**src/rtl/fir_blk_sched.sv**
```systemverilog
// fir_blk_sched: block scheduler for the 4-tap polyphase FIR output stage.
// Collects 6 serial samples, then issues the 6 output phases (one per cycle)
// to a shared 4-multiplier MAC with a 2-stage pipeline. The last 3 samples
// of each block are kept as history for the next one.
// Optional build macro FIR_SAT_EN: saturate out_data instead of wrapping.
module fir_blk_sched #(
    parameter int W_IN  = 7,
    parameter int C_IN  = 5,
    parameter int Y_OUT = 20,
    parameter int BLK   = 6
) (
    input  logic                    clk,
    input  logic                    rstn,
    input  logic                    in_valid,
    output logic                    in_ready,
    input  logic signed [W_IN-1:0]  in_data,
    input  logic                    coef_wr,
    input  logic [1:0]              coef_addr,
    input  logic signed [C_IN-1:0]  coef_data,
    output logic                    coef_err,
    input  logic                    flush,
    output logic                    out_valid,
    output logic signed [Y_OUT-1:0] out_data,
    output logic                    out_last,
    output logic                    busy
);

    localparam int PROD_W = W_IN + C_IN;
    localparam int SUM_W  = PROD_W + 2;
    localparam int EXT_W  = SUM_W + Y_OUT;
    localparam logic [2:0] CNT_LAST = 3'(BLK - 1);

    typedef enum logic {
        LOAD = 1'b0,
        CALC = 1'b1
    } state_t;

    state_t                  state;
    logic [2:0]              cnt;
    logic [2:0]              phase;
    logic signed [W_IN-1:0]  samp [0:BLK-1];
    logic signed [W_IN-1:0]  hist [0:2];
    logic signed [C_IN-1:0]  coef [0:3];

    logic signed [W_IN-1:0]  x0, x1, x2, x3;
    logic signed [PROD_W-1:0] prod3, prod2, prod1, prod0;
    logic signed [SUM_W-1:0] sum1, sum2;

    logic signed [SUM_W-1:0] sum_p1;
    logic signed [W_IN-1:0]  x1_p1, x0_p1;
    logic signed [C_IN-1:0]  c1_p1, c0_p1;
    logic                    vld_p1;
    logic                    last_p1;

    // Map a full-precision sum onto the output width (wrap or saturate).
    function automatic logic signed [Y_OUT-1:0] fit_out(input logic signed [SUM_W-1:0] s);
        logic signed [EXT_W-1:0] e;
`ifdef FIR_SAT_EN
        logic signed [EXT_W-1:0] hi;
        logic signed [EXT_W-1:0] lo;
`endif
        e = EXT_W'(s);
`ifdef FIR_SAT_EN
        hi = (EXT_W'(1) <<< (Y_OUT - 1)) - EXT_W'(1);
        lo = ~hi;
        if (e > hi) begin
            e = hi;
        end else if (e < lo) begin
            e = lo;
        end
`endif
        return e[Y_OUT-1:0];
    endfunction

    assign busy = (state == CALC) | vld_p1 | out_valid;

    // Block sequencing: sample capture in LOAD, phase stepping in CALC, flush abort.
    always_ff @(posedge clk) begin
        if (!rstn) begin
            state    <= LOAD;
            cnt      <= '0;
            phase    <= '0;
            in_ready <= 1'b0;
            for (int i = 0; i < BLK; i++) samp[i] <= '0;
            for (int i = 0; i < 3; i++) hist[i] <= '0;
        end else if (flush) begin
            state    <= LOAD;
            cnt      <= '0;
            phase    <= '0;
            in_ready <= 1'b1;
            for (int i = 0; i < 3; i++) hist[i] <= '0;
        end else begin
            case (state)
                LOAD: begin
                    in_ready <= 1'b1;
                    if (in_valid && in_ready) begin
                        samp[cnt] <= in_data;
                        if (cnt == CNT_LAST) begin
                            cnt      <= '0;
                            phase    <= '0;
                            state    <= CALC;
                            in_ready <= 1'b0;
                        end else begin
                            cnt <= cnt + 3'd1;
                        end
                    end
                end
                CALC: begin
                    if (phase == CNT_LAST) begin
                        // Newest sample becomes x[n-1] for the next block.
                        hist[0]  <= samp[5];
                        hist[1]  <= samp[4];
                        hist[2]  <= samp[3];
                        phase    <= '0;
                        state    <= LOAD;
                        in_ready <= 1'b1;
                    end else begin
                        phase <= phase + 3'd1;
                    end
                end
                default: state <= LOAD;
            endcase
        end
    end

    // Coefficient port: writes land only when idle at a block boundary.
    always_ff @(posedge clk) begin
        if (!rstn) begin
            for (int i = 0; i < 4; i++) coef[i] <= '0;
            coef_err <= 1'b0;
        end else begin
            coef_err <= 1'b0;
            if (coef_wr) begin
                if (!busy && cnt == 3'd0) begin
                    coef[coef_addr] <= coef_data;
                end else begin
                    coef_err <= 1'b1;
                end
            end
        end
    end

    // Operand selection for phase p: x[p], x[p-1], x[p-2], x[p-3].
    always_comb begin
        x0 = samp[0];
        x1 = hist[0];
        x2 = hist[1];
        x3 = hist[2];
        case (phase)
            3'd0: begin x0 = samp[0]; x1 = hist[0]; x2 = hist[1]; x3 = hist[2]; end
            3'd1: begin x0 = samp[1]; x1 = samp[0]; x2 = hist[0]; x3 = hist[1]; end
            3'd2: begin x0 = samp[2]; x1 = samp[1]; x2 = samp[0]; x3 = hist[0]; end
            3'd3: begin x0 = samp[3]; x1 = samp[2]; x2 = samp[1]; x3 = samp[0]; end
            3'd4: begin x0 = samp[4]; x1 = samp[3]; x2 = samp[2]; x3 = samp[1]; end
            default: begin x0 = samp[5]; x1 = samp[4]; x2 = samp[3]; x3 = samp[2]; end
        endcase
    end

    // Stage 1 arithmetic: outer taps c3*x3 + c2*x2.
    always_comb begin
        prod3 = PROD_W'(x3) * PROD_W'(coef[3]);
        prod2 = PROD_W'(x2) * PROD_W'(coef[2]);
        sum1  = SUM_W'(prod3) + SUM_W'(prod2);
    end

    // ---- stage 1 boundary: partial sum plus delayed inner-tap operands ----
    always_ff @(posedge clk) begin
        if (!rstn) begin
            sum_p1  <= '0;
            x1_p1   <= '0;
            x0_p1   <= '0;
            c1_p1   <= '0;
            c0_p1   <= '0;
            vld_p1  <= 1'b0;
            last_p1 <= 1'b0;
        end else begin
            sum_p1  <= sum1;
            x1_p1   <= x1;
            x0_p1   <= x0;
            c1_p1   <= coef[1];
            c0_p1   <= coef[0];
            vld_p1  <= (state == CALC) && !flush;
            last_p1 <= (state == CALC) && (phase == CNT_LAST) && !flush;
        end
    end

    // Stage 2 arithmetic: add inner taps c1*x1 + c0*x0.
    always_comb begin
        prod1 = PROD_W'(x1_p1) * PROD_W'(c1_p1);
        prod0 = PROD_W'(x0_p1) * PROD_W'(c0_p1);
        sum2  = sum_p1 + SUM_W'(prod1) + SUM_W'(prod0);
    end

    // ---- stage 2 boundary: registered output sample ----
    always_ff @(posedge clk) begin
        if (!rstn) begin
            out_valid <= 1'b0;
            out_last  <= 1'b0;
            out_data  <= '0;
        end else begin
            out_valid <= vld_p1 && !flush;
            out_last  <= vld_p1 && last_p1 && !flush;
            out_data  <= fit_out(sum2);
        end
    end

endmodule

```
**config.mk**
```make
export PLATFORM = sky130hd
export DESIGN_NAME = fir_blk_sched
export DESIGN_NICKNAME = d
export VERILOG_FILES = /design/src/rtl/fir_blk_sched.sv
export SDC_FILE = /design/constraint.sdc
export NUM_CORES = 1
export LEC_CHECK = 0
export ABC_AREA = 1
export ABC_CLOCK_PERIOD_IN_PS = 6700
export CORE_MARGIN = 5
export CORE_UTILIZATION = 30
export DETAILED_ROUTE_END_ITERATION = 16
export GPL_TIMING_DRIVEN = 1
export PLACE_DENSITY = 0.42
export SYNTH_ARGS = -nofsm -noshare
export SYNTH_HDL_FRONTEND = slang
export SYNTH_SLANG_ARGS = --single-unit
export TNS_END_PERCENT = 1
```
**constraint.sdc**
```tcl
create_clock -name clk -period 6.7 [get_ports clk]
set_input_delay 1.34 -clock clk [delete_from_list [all_inputs] [get_ports clk]]
set_output_delay 1.34 -clock clk [all_outputs]
set_load 0.01 [all_outputs]
```
==> Word level (Yosys, flattened, before mapping) <==
Memory sizes are Yosys's and may differ from the RTL's. A register that Yosys moved wholly into a read port is not among the register bits.
Index checks and enable logic that the tools add are counted.
{ "op_classes": {"bitwise": 10, "muxes": 49, "n_eq_ne": 9, "n_reduce_logical": 20, "addsub": 5, "multipliers": 4, "magnitude_cmp": 0, "div_mod_pow": 0, "shift": 0} }
{ "op_table": {"columns": ["operator", "count"], "rows": [
  ["case mux 7 bit (5 select lines)", 4],
  ["two-way mux 7 bit", 7],
  ["multiplier 7 x 5 -> 12 bit", 4],
  ["adder 14 x 12 -> 14 bit", 2],
  ["two-way mux 1 bit", 28],
  ["two-way mux 3 bit", 5],
  ["adder 12 x 12 -> 13 bit", 1],
  ["== test 3 bit, second input constant", 3],
  ["logical AND 1 bit", 8],
  ["bitwise OR 1 bit", 8],
  ["OR reduction 7 bit", 1],
  ["adder 3 x 1 -> 3 bit, second input constant", 2],
  ["== test 3 x 2 -> 1 bit, second input constant", 2],
  ["logical NOT 3 bit", 2],
  ["case mux 3 bit (2 select lines)", 1],
  ["AND reduction 2 bit", 3],
  ["two-way mux 5 bit", 1],
  ["OR reduction 5 bit", 1],
  ["logical NOT 1 bit", 4],
  ["inequality test 2 bit, second input constant", 2],
  ["case mux 1 bit (2 select lines)", 2],
  ["== test 3 x 1 -> 1 bit, second input constant", 1],
  ["inequality test 3 x 2 -> 1 bit, second input constant", 1],
  ["two-way mux 2 bit", 1],
  ["other kinds (2)", 3]
]} }
{ "word_totals": {"out_inout_bits": 25, "ramBits": 83, "input_bits": 19, "mem_count": 3, "reg_bits": 55, "word_cells": 113, "latch_bits": 0, "romBits": 0} }
{ "memory_table": {"columns": ["memory", "depth", "width", "rd", "rd_clocked_by_memory_dff", "write_ports", "line", "source"], "rows": [
  ["samp", 6, 7, 6, 0, 6, "41", "logic signed [W_IN-1:0] samp [0:BLK-1];"],
  ["hist", 3, 7, 3, 0, 3, "42", "logic signed [W_IN-1:0] hist [0:2];"],
  ["coef", 4, 5, 4, 2, 4, "43", "logic signed [C_IN-1:0] coef [0:3];"]
]} }

==> Depth between registers and ports, before layout <==
Gate-level depths: netlist of the first run.
{ "logic_depth": {"depth_word": 10, "ltp_mapped": 31, "ltp_nobuf": 29} }

==> Worst setup path before layout of the first run <==
OpenSTA, ideal clock, no wires.
{ "synth_timing": {"path_type": "reg-to-reg", "from": "register phase[1]", "to": "register sum_p1[10]", "setup_slack_ns": 1.153, "arrival_ns": 5.424, "path_stages_with_launch": 27, "n_path_buf": 3, "t_required_ns": 6.577, "setup_time_ns": 0.123, "path_cell_list": "dfxtp_1 > buf_2 > nand2_1 > inv_1 > ha_1 > clkbuf_2 > inv_1 > buf_1 > o2111ai_1 > nand2_1 > nor2_1 > inv_1 > fa_1 > inv_1 > fa_1 > fa_1 > fa_1 > inv_1 > fa_1 > inv_1 > ha_1 > a21oi_1 > o21ai_0 > a21oi_1 > o21bai_1 > o21ai_0 > a21oi_1"} }
{ "synth_between": {"elab_chain_cells": 4, "word_cells_on_any_way": 10} }
{ "synth_lines": {"columns": ["item", "line", "source"], "rows": [
  ["start, declared", "40", "logic [2:0] phase;"],
  ["start signal, assigned", "118", "phase <= phase + 3'd1;"],
  ["== test 3 bit (tied with other cells)", "149", "case (phase)"],
  ["case mux 7 bit (5 select lines)", "149", null],
  ["multiplier 7 x 5 -> 12 bit (on tied branches)", "161, 162", null],
  ["adder 12 x 12 -> 13 bit *", "163", "sum1 = SUM_W'(prod3) + SUM_W'(prod2);"],
  ["end signal, assigned", "177", "sum_p1 <= sum1;"],
  ["end, declared", "49", "logic signed [SUM_W-1:0] sum_p1;"]
]} }
Every way passes the cells marked *; elsewhere a longest branch is shown, timed or not.
A chain may end at the register's enable or synchronous reset.

==> Worst setup path in the final report of the first run <==
{ "layout_timing": {"from": "register phase[1]", "to": "register sum_p1[9]"} }
Same word-level chain as after synthesis.

==> results of run 1 <==
-- registers in the layout, indices dropped and copies added (netlist names), 3 cells and up --
signal and cells:
x1_p1 7, phase 3, coef 20, hist 21, c0_p1 5, out_data 14, x0_p1 7, c1_p1 5
samp 42, cnt 3, sum_p1 13
-- what timing repair did --
action	CTS	global route
gates resized for setup	0	2
setup buffers	0	0
setup endpoints to repair	0	2
endpoints found under the hold margin	0	0
-- layer usage --
layer | GRT usage [%] | part of all wire (%) | wire (µm) | up-vias
met2 | 27.0 | 49 | 16300 | 169
met1 | 20.1 | 45 | 15000 | 4463
met4 | 4.63 | 2.0 | 664 | 0
met3 | 2.52 | 3.4 | 1120 | 33
li1 | - | - | - | 4422
met5 | 0 | 0 | 0 | -
-- cell usage in the layout, fill, tap and decap left out, drive strengths merged, types with 5 or more instances in the layout --
cell	count
nand3	25
nor2	162
nor3	11
nand2	230
or2	8
o22ai	20
ha	85
clkbuf	17
edfxtp	83
buf	6
a21oi	47
clkdlybuf4s50	42
o21ai	64
o2111ai	5
a221oi	14
a31oi	18
inv	358
dfxtp	64
nand4	8
fa	148
-- area by class of cell --
type                       instances  area [µm²]
fill                            4330       26900
multi-input combinational        871        7030
sequential                       147        3770
inverter                         349        1310
tap                              532         666
timing repair buffer              48         463
clock buffer                      17         425
clock inverter                    15         138
-- kinds of logic after synthesis --
logic type,Yosys count,share of synthesized area [%]
simple gates,448,14.9
fa+ha+maj,233,32.7
buf+inv,384,12.3
xor+xnor,5,0.356
flops,147,30.7
compound gates,185,9.05
-- critical path, stage by stage, from the launching register on --
cell	delay [ns]
dfxtp_1	0.52
nor2_4	0.08
nand2_1	0.38
inv_2	0.28
a21oi_1	0.22
o2111ai_1	0.11
o21ai_1	0.29
inv_1	0.16
nand2_1	0.12
fa_1	0.42
fa_1	0.51
inv_1	0.05
fa_1	0.55
fa_1	0.43
fa_1	0.45
ha_1	0.37
a21o_1	0.23
a31oi_1	0.25
o21ai_0	0.21
a21oi_1	0.22
nand2_1	0.09
nand2_1	0.07
nor2_1	0.04
-- final timing paths --
check                                 from        end  slack, ns  cells after the start
worst max-delay path              phase[1]  sum_p1[9]       0.52                     22
worst min-delay path            coef[0][3]   c0_p1[3]       0.43                      2
worst max register to register    phase[1]  sum_p1[9]       0.52                     22
worst min register to register  coef[0][3]   c0_p1[3]       0.43                      2
-- per-stage QoR --
| step | hold WS (ns) | worst slack [ns] |
|---|---|---|
| after global placement | 0.419 | 0.739 |
| after CTS | 0.434 | 0.614 |
| after floorplan | 0.406 | 1.15 |
| after global routing | 0.453 | 0.126 |
| after detailed placement | 0.419 | 0.637 |
| final | 0.431 | 0.522 |
-- power by group --
part	switching, µW	internal, µW
Combinational	661	450
Clock	451	491
Sequential	58.1	1030
==> results.md, run 1 <==
- Outcome: finished, final reports clean
- CTS root buf: clkbuf_16
- Seq/Total Area, Yosys: between 30% and 40%
- Area leader, netlist: fa_1
- PortBufs: 43
- Cells after Synth: around 1400
- Wire length per cell: 16.7 µm
- CTS Hold Bufs: 0
- Critical path type: reg -> reg
- Yosys warns: 0
- Synthesized Nets: 1654
- Post-layout nets: 1686
- Routed Antenna Nets: 0
- Final clock skew: around 0.015 ns
- Die width: ~210 µm
- F_max: about 160 MHz
- Initial antenna violation count: 0
- Synth Register Bits: around 150
- Hpwl dp: around 27 mm
- H-tree Lvls: 4
- Synth Flop Type: edfxtp_1
- Final wirelength: around 33 mm
- 1st-pass router iterations: 5
- Fin crit share: 92.2%
- Maxcap violations: 0
- Final Non-Filler Cells: approximately 2000
- FP Rows: between 70 and 80
- Post-route setup TNS: 0 ns
- Synth area leaders: fa_1, edfxtp_1, dfxtp_1
- Most frequent cell after synthesis: inv_1
- Final setup violation count: 0
- Vias per cell: around 4.6
- Post-synth top area share: approximately a quarter
- Cell Area, Placed: about 0.013 mm²
- Worst Tran Pin Value: between 1 and 1.5 ns
- Worst setup SP type: register
- P&R area growth vs syn: 12.2%
- Synth top cells by count: inv_1, nand2_1, nor2_1
- Die area: between 0.04 and 0.05 mm²
- Post-Synthesis Cell Area: around 0.012 mm²
- PnR Total Power: ~3100 µW
- Gr ovfl total: 0
- GP Congestion: approximately 0.84
- CTS buffer count: 17
- Syn Area/Cell: 8.78 µm²
- Lkg Pwr: 0.00661 µW
- Worst min path class: reg -> reg
- Worst path arrival time: about 6.5 ns
- Die span in y: approximately 210 µm
- Endpoints failing hold: 0
- Diode count: 0
- Tmin final: between 6 and 7 ns
- RSZ-0062 raised after global routing: no
- Max VDD drop: 0.156 mV
- Largest net degree at the start of global routing: 42
- Required @ worst endpoint: 7.04 ns
- Clk_lat worst skew: roughly 0.46 ns
- Library cells used by synthesis: 44
- Max-slew violations: 0
- Initial core utilization: just over 30%
- CTS tree: yes
- Vias in the first global route: a little under 10000
- EDFF count, synth: 83
- Ports: 44
- Critical path peak fanout: 17
- Total track usage: about 16%
- Design area: around 0.014 mm²
- Clock Sinks: 147
- Share of cells above drive strength 1: 5.18%
- 1st-iter DRT viols: about 570
- Inst Count DP: 1947
- PwrDens: 228 mW/mm²
- Vias: roughly 9000
- Area of the core: approximately 0.04 mm²
- Clock buffer depth: 2
- Clk slew on worst S/H paths: about 0.08 ns
- First-pass GRT wire length: approximately 54 mm
- Post-layout util: 33.9%
- DRC Markers: 0
- Worst Setup End Kind: register
- Slew margin rel.: between 20% and 30%
- Async SR Flop Fraction: 0%
No activity file was read; power rests on OpenSTA's default activity.
==> inputs of run 2 (changes only) <==
Settings changed: PLACE_DENSITY 0.42 to 0.56.
==> results.md, run 2 (synthesized netlist as in run 1, its figures left out) <==
- WHS Path Cells: 2 (unchanged)
- Die width: 213 µm (unchanged)
- Vias per cell: 4.61 (+0.48%)
- Max VDD drop: 0.176 mV (+13%)
- Hold_ws: 0.431 ns (-0.000721 ns)
- Tmin final: 6.14 ns (-0.0365 ns)
- PnR Total Power: 3170 µW (+0.80%)
- Hpwl dp: 25.0 mm (-8.6%)
- H-tree Lvls: 4 (unchanged)
- Comb power frac: 34.8% (-0.5 points)
- F_max: 163 MHz (+0.59%)
- Initial antenna violation count: 0 (unchanged)
- Design area: 0.0138 mm² (+0.21%)
- Share of cells above drive strength 1: 5.25% (+0.065 points)
- Buffer and inverter count on the worst path: 7 (+4)
- Pint: 2050 µW (+3.6%)
- Clock Sinks: 147 (unchanged)
- Fin crit share: 91.7% (-0.55 points)
- Critical path peak fanout: 15 (-2)
- Gr ovfl total: 0 (unchanged)
- Die span in y: 213 µm (unchanged)
- PwrDens: 229 mW/mm² (+0.59%)
- GP Congestion: 0.907 (+7.7%)
- Largest regs: samp: 42 flops, hist: 21 flops, coef: 20 flops
- CTS buffer count: 17 (unchanged)
- Reg2Reg Depth: 25 (+14%)
- CTS tree: yes
- 1st-pass router iterations: 5 (unchanged)
- CP delay by family, top: adder cells
- Sw Ratio: 35.5% (-1.7 points)
- Worst min path class: reg -> reg
- Largest net degree at the start of global routing: 56 (+33%)
- Final wirelength: 30.5 mm (-7.8%)
- CP startpoint: phase[1]
- Slowest Stage Delay on Critical Path: 0.59 ns (+0.04 ns)
- Vias in the first global route: 9412 (-3.3%)
- Max reg flops: 42 (unchanged)
- Crit path depth: 25 (+14%)
- Outcome: finished, final reports clean
- P&R area growth vs syn: 12.4%
- P_sw: 1120 µW (-3.9%)
- Worst setup SP type: register
- Initial core utilization: 30.2% (unchanged)
- Diode count: 0 (unchanged)
- Post-CTS sizing: 0 (unchanged)
- Post-CTS setup buffers: 0 (unchanged)
- RSZ-0062 raised after global routing: no
- Endpoints failing hold: 0 (unchanged)
- Critical R2R Launch: phase[1]
- HP Start: coef[1][0]
- Die area: 0.0452 mm² (unchanged)
- PortBufs: 43 (unchanged)
- Cell Area, Placed: 0.0132 mm² (about the same)
- FP Rows: 74 (unchanged)
- Clk slew on worst S/H paths: 0.06 ns (-0.02 ns)
- 1st-iter DRT viols: 670 (+18%)
- Final clock skew: 0.0139 ns (-0.000719 ns)
- Largest Register: samp
- CTS root buf: clkbuf_16
- Vias: 9135 (+0.53%)
- Worst path arrival time: 6.51 ns (about the same)
- Reg power frac: 34.4% (-0.3 points)
- Wire length per cell: 15.4 µm (-7.8%)
- Post-route setup TNS: 0 ns (unchanged)
- Commonest non-fill, non-tap cell in the layout: inv_1
- Clk_lat worst skew: 0.44 ns (-0.02 ns)
- Clk network pwr share: 30.9% (+1.0 points)
- First-pass GRT wire length: 49.5 mm (-7.7%)
- Worst Tran Pin Value: 1.04 ns (-0.131 ns)
- CTS Hold Bufs: 0 (unchanged)
- Critical path type: reg -> reg
- Maxcap violations: 0 (unchanged)
- Required @ worst endpoint: 7.07 ns (+0.03 ns)
- Worst Setup End Kind: register
- Most frequent cells in the layout: inv_1, nand2_1, nor2_1, fa_1, ha_1
- Post-layout nets: 1687 (+0.059%)
- CP max-delay cell: fa_1
- Clock buffer depth: 2 (unchanged)
- Area of the core: 0.0407 mm² (unchanged)
- Max-slew violations: 0 (unchanged)
- DRC Markers: 0 (unchanged)
- Routed Antenna Nets: 0 (unchanged)
- Lkg Pwr: 0.00665 µW (+0.63%)
- Ports: 44 (unchanged)
- Final setup violation count: 0 (unchanged)
- Total track usage: 14.1% (-1.5 points)
- Slew margin rel.: 29.9% (+8.8 points)
[run 2: layout make-up]
cell class	count	area [µm²]
Fill cell	4243	26900
Multi-Input combinational cell	871	7020
Sequential cell	147	3770
Inverter	349	1310
Tap cell	532	666
Timing Repair Buffer	49	470
Clock buffer	17	425
Clock inverter	15	170
[run 2: worst paths after layout]
kind | slack (ns) | endpoint
min reg2reg | 0.43 | c1_p1[0]
max | 0.56 | sum_p1[10]
max reg2reg | 0.56 | sum_p1[10]
min | 0.43 | c1_p1[0]
[run 2: power groups by stage]
stage	Combinational, µW	Sequential, µW	Clock (µW)
4_1_cts	1120	1090	1010
5_1_grt	1290	1100	1050
6_report	1100	1090	979
3_5_place_dp	1110	1110	0
3_3_place_gp	1100	1110	0
2_1_floorplan	804	1100	0
[run 2: routing by layer]
layer | global-route usage [%] | wire, µm | vias up | part of all wire, %
met4 | 4.75 | 732 | 0 | 2.4
met3 | 2.33 | 1490 | 52 | 4.9
met5 | 0 | 0 | - | 0
met1 | 17.9 | 13100 | 4412 | 43
met2 | 24.3 | 15200 | 256 | 50
li1 | - | - | 4415 | -
[run 2: metrics by stage]
step / worst slack [ns] / utilization [%] / instances
3_5_place_dp: 0.601 / 32.5 / 1948
3_3_place_gp: 0.759 / 32.5 / 1948
2_1_floorplan: 1.15 / - / 1402
4_1_cts: 0.592 / 34.0 / 1980
6_report: 0.558 / 34.0 / 1980
5_1_grt: 0.136 / 34.0 / 1980
[run 2: worst reg2reg max path, stage by stage, from the launching register on]
cell and delay (ns):
dfxtp_1 0.51, nand2_1 0.13, inv_1 0.07, ha_1 0.17, buf_4 0.25, inv_1 0.13, buf_4 0.20, o22ai_1 0.18
a21oi_1 0.07, o2111ai_1 0.28, nand2_1 0.20, fa_1 0.59, inv_1 0.06, fa_1 0.49, fa_1 0.51, fa_1 0.49
inv_1 0.05, fa_1 0.47, inv_1 0.04, ha_1 0.36, nand2_1 0.10, o21ai_0 0.23, a21oi_1 0.10, o21bai_1 0.18
o21ai_0 0.09, a21oi_1 0.14
==> patch (flow settings as in run 1) <==
Change the parameter `C_IN` from 5 to 4.
--- a/src/rtl/fir_blk_sched.sv
+++ b/src/rtl/fir_blk_sched.sv
@@ -5,7 +5,7 @@
 // Optional build macro FIR_SAT_EN: saturate out_data instead of wrapping.
 module fir_blk_sched #(
     parameter int W_IN  = 7,
-    parameter int C_IN  = 5,
+    parameter int C_IN  = 4,
     parameter int Y_OUT = 20,
     parameter int BLK   = 6
 ) (
Ports: changed (resized coef_data); port bits go from 44 to 43. No check against the original RTL was run, so the function may have changed too.
==> patch against run 1 <==
Count of clock-buffer cells in the layout unchanged. Non-clock buffer count decreased by 1. Utilization increased by 0.23 points. Maximum frequency increased by 8.2%. Setup slack improved by 0.47 ns. Cell area decreased by 9.7%. Synthesized area decreased by 10%. Wire length decreased by 9.6%. Clock skew increased by 0.0052 ns. Via count decreased by 6.7%. Power decreased by 4.6%. Sequential cell count decreased by 8. Synthesized cell count decreased by 5.8%. Largest power group unchanged.
==> patch: results (changes against run 1) <==
| Metric | Value |
|---|---|
| Largest net degree at the start of global routing | `40 (-4.8%)` |
| Post-Syn Nets | `1520 (-8.1%)` |
| Fin nets | `1550 (-8.1%)` |
| Placed cell areas | `11900 um^2 (-10%)` |
| Worst-path clk slew | `0.06 ns (-0.02 ns)` |
| Data arrival time of the critical path | `6.08 ns (-0.44 ns)` |
| DR vias | `8478 (-6.7%)` |
| Post-synth EDFFs | `79 (-4.8%)` |
| Skew final | `0.0198 ns (+0.00521 ns)` |
| DRT iter0 DRCs | `441 (-22%)` |
| Post-DP HPWL | `24.4 mm (-11%)` |
| Crit-path max FO | `39 (+22)` |
| Reg2reg path depth | `23 (+4.5%)` |
| Synth Area in Compound Gates | `0.0794 (-0.0111)` |
| Top flop regs | `samp: 42 flops, hist: 21 flops, coef: 16 flops` |
| Cell variety after synth | `43 (-2.3%)` |
| First-pass GRT wire length | `47.8 mm (-11%)` |
| Crit-path max cell delay | `0.51 ns (-0.04 ns)` |
| VDD IR max | `183 uV (+18%)` |
| Post-synth top cells | `inv_1 (272), nand2_1 (216), nor2_1 (197)` |
| CP max-delay cell | `inv_2` |
| Setup crit end | `sum_p1[10]` |
| Slew headroom | `0.293 (+0.0824)` |
| Placement Setup Slack | `0.981 ns (+0.344 ns)` |
| Int Pwr | `1.89 mW (-4.1%)` |
| Register Area | `3570 um^2 (-5.3%)` |
| Total Wirelength | `29.9 mm (-9.6%)` |
| Status | `finished clean` |
## patch: cell types whose count changed in the layout (fill, tap and decap cells not counted), sizes merged, moves of 12 or more
cell    delta
o21ai     -35
nand2     -12
o22ai     +27
nor2      +42
ha        -17
a221oi    -14
inv       -72
nand3     +19
a31oi     -16
a21oi     +18
nor3      +18
fa        -35
## patch: power groups by stage
stage	combinational, mW	sequential [mW]	clock [mW]
final	1.06	1.03	0.910
after global routing	1.23	1.04	0.976
after CTS	1.09	1.03	0.942
after detailed placement	1.09	1.05	0
after global placement	1.09	1.05	0
after floorplan	0.753	1.04	0
## patch: worst min path at each step
| stage | slack, ns | startpoint | end |
|---|---|---|---|
| 2_1_floorplan | 0.41 | coef[0][0] | c0_p1[0] |
| 3_3_place_gp | 0.43 | coef[1][3] | c1_p1[3] |
| 3_5_place_dp | 0.43 | coef[0][2] | c0_p1[2] |
| 4_1_cts | 0.44 | coef[0][2] | c0_p1[2] |
| 5_1_grt | 0.47 | coef[0][2] | c0_p1[2] |
| 6_report | 0.43 | coef[0][2] | c0_p1[2] |
## patch: layout make-up
class,count,share of cell area
clock buffer,17,0.0341
clock inverter,15,0.0103
inverter,280,0.0843
multi-input combinational,866,0.501
sequential,139,0.287
tap,468,0.0470
timing repair buffer,47,0.0363
## patch: metal layers
metal,global-route usage,share of wire,vias to the layer above
met1,0.188,0.44,4067
li1,-,-,4193
met5,0,0,-
met4,0.0529,0.027,0
met2,0.262,0.50,182
met3,0.0236,0.038,36
## patch: stage by stage
stage          hold WS [ns]  cells
2_1_floorplan         0.406   1321
3_3_place_gp          0.426   1800
3_5_place_dp          0.427   1800
4_1_cts               0.440   1832
5_1_grt               0.469   1832
6_report              0.432   1832
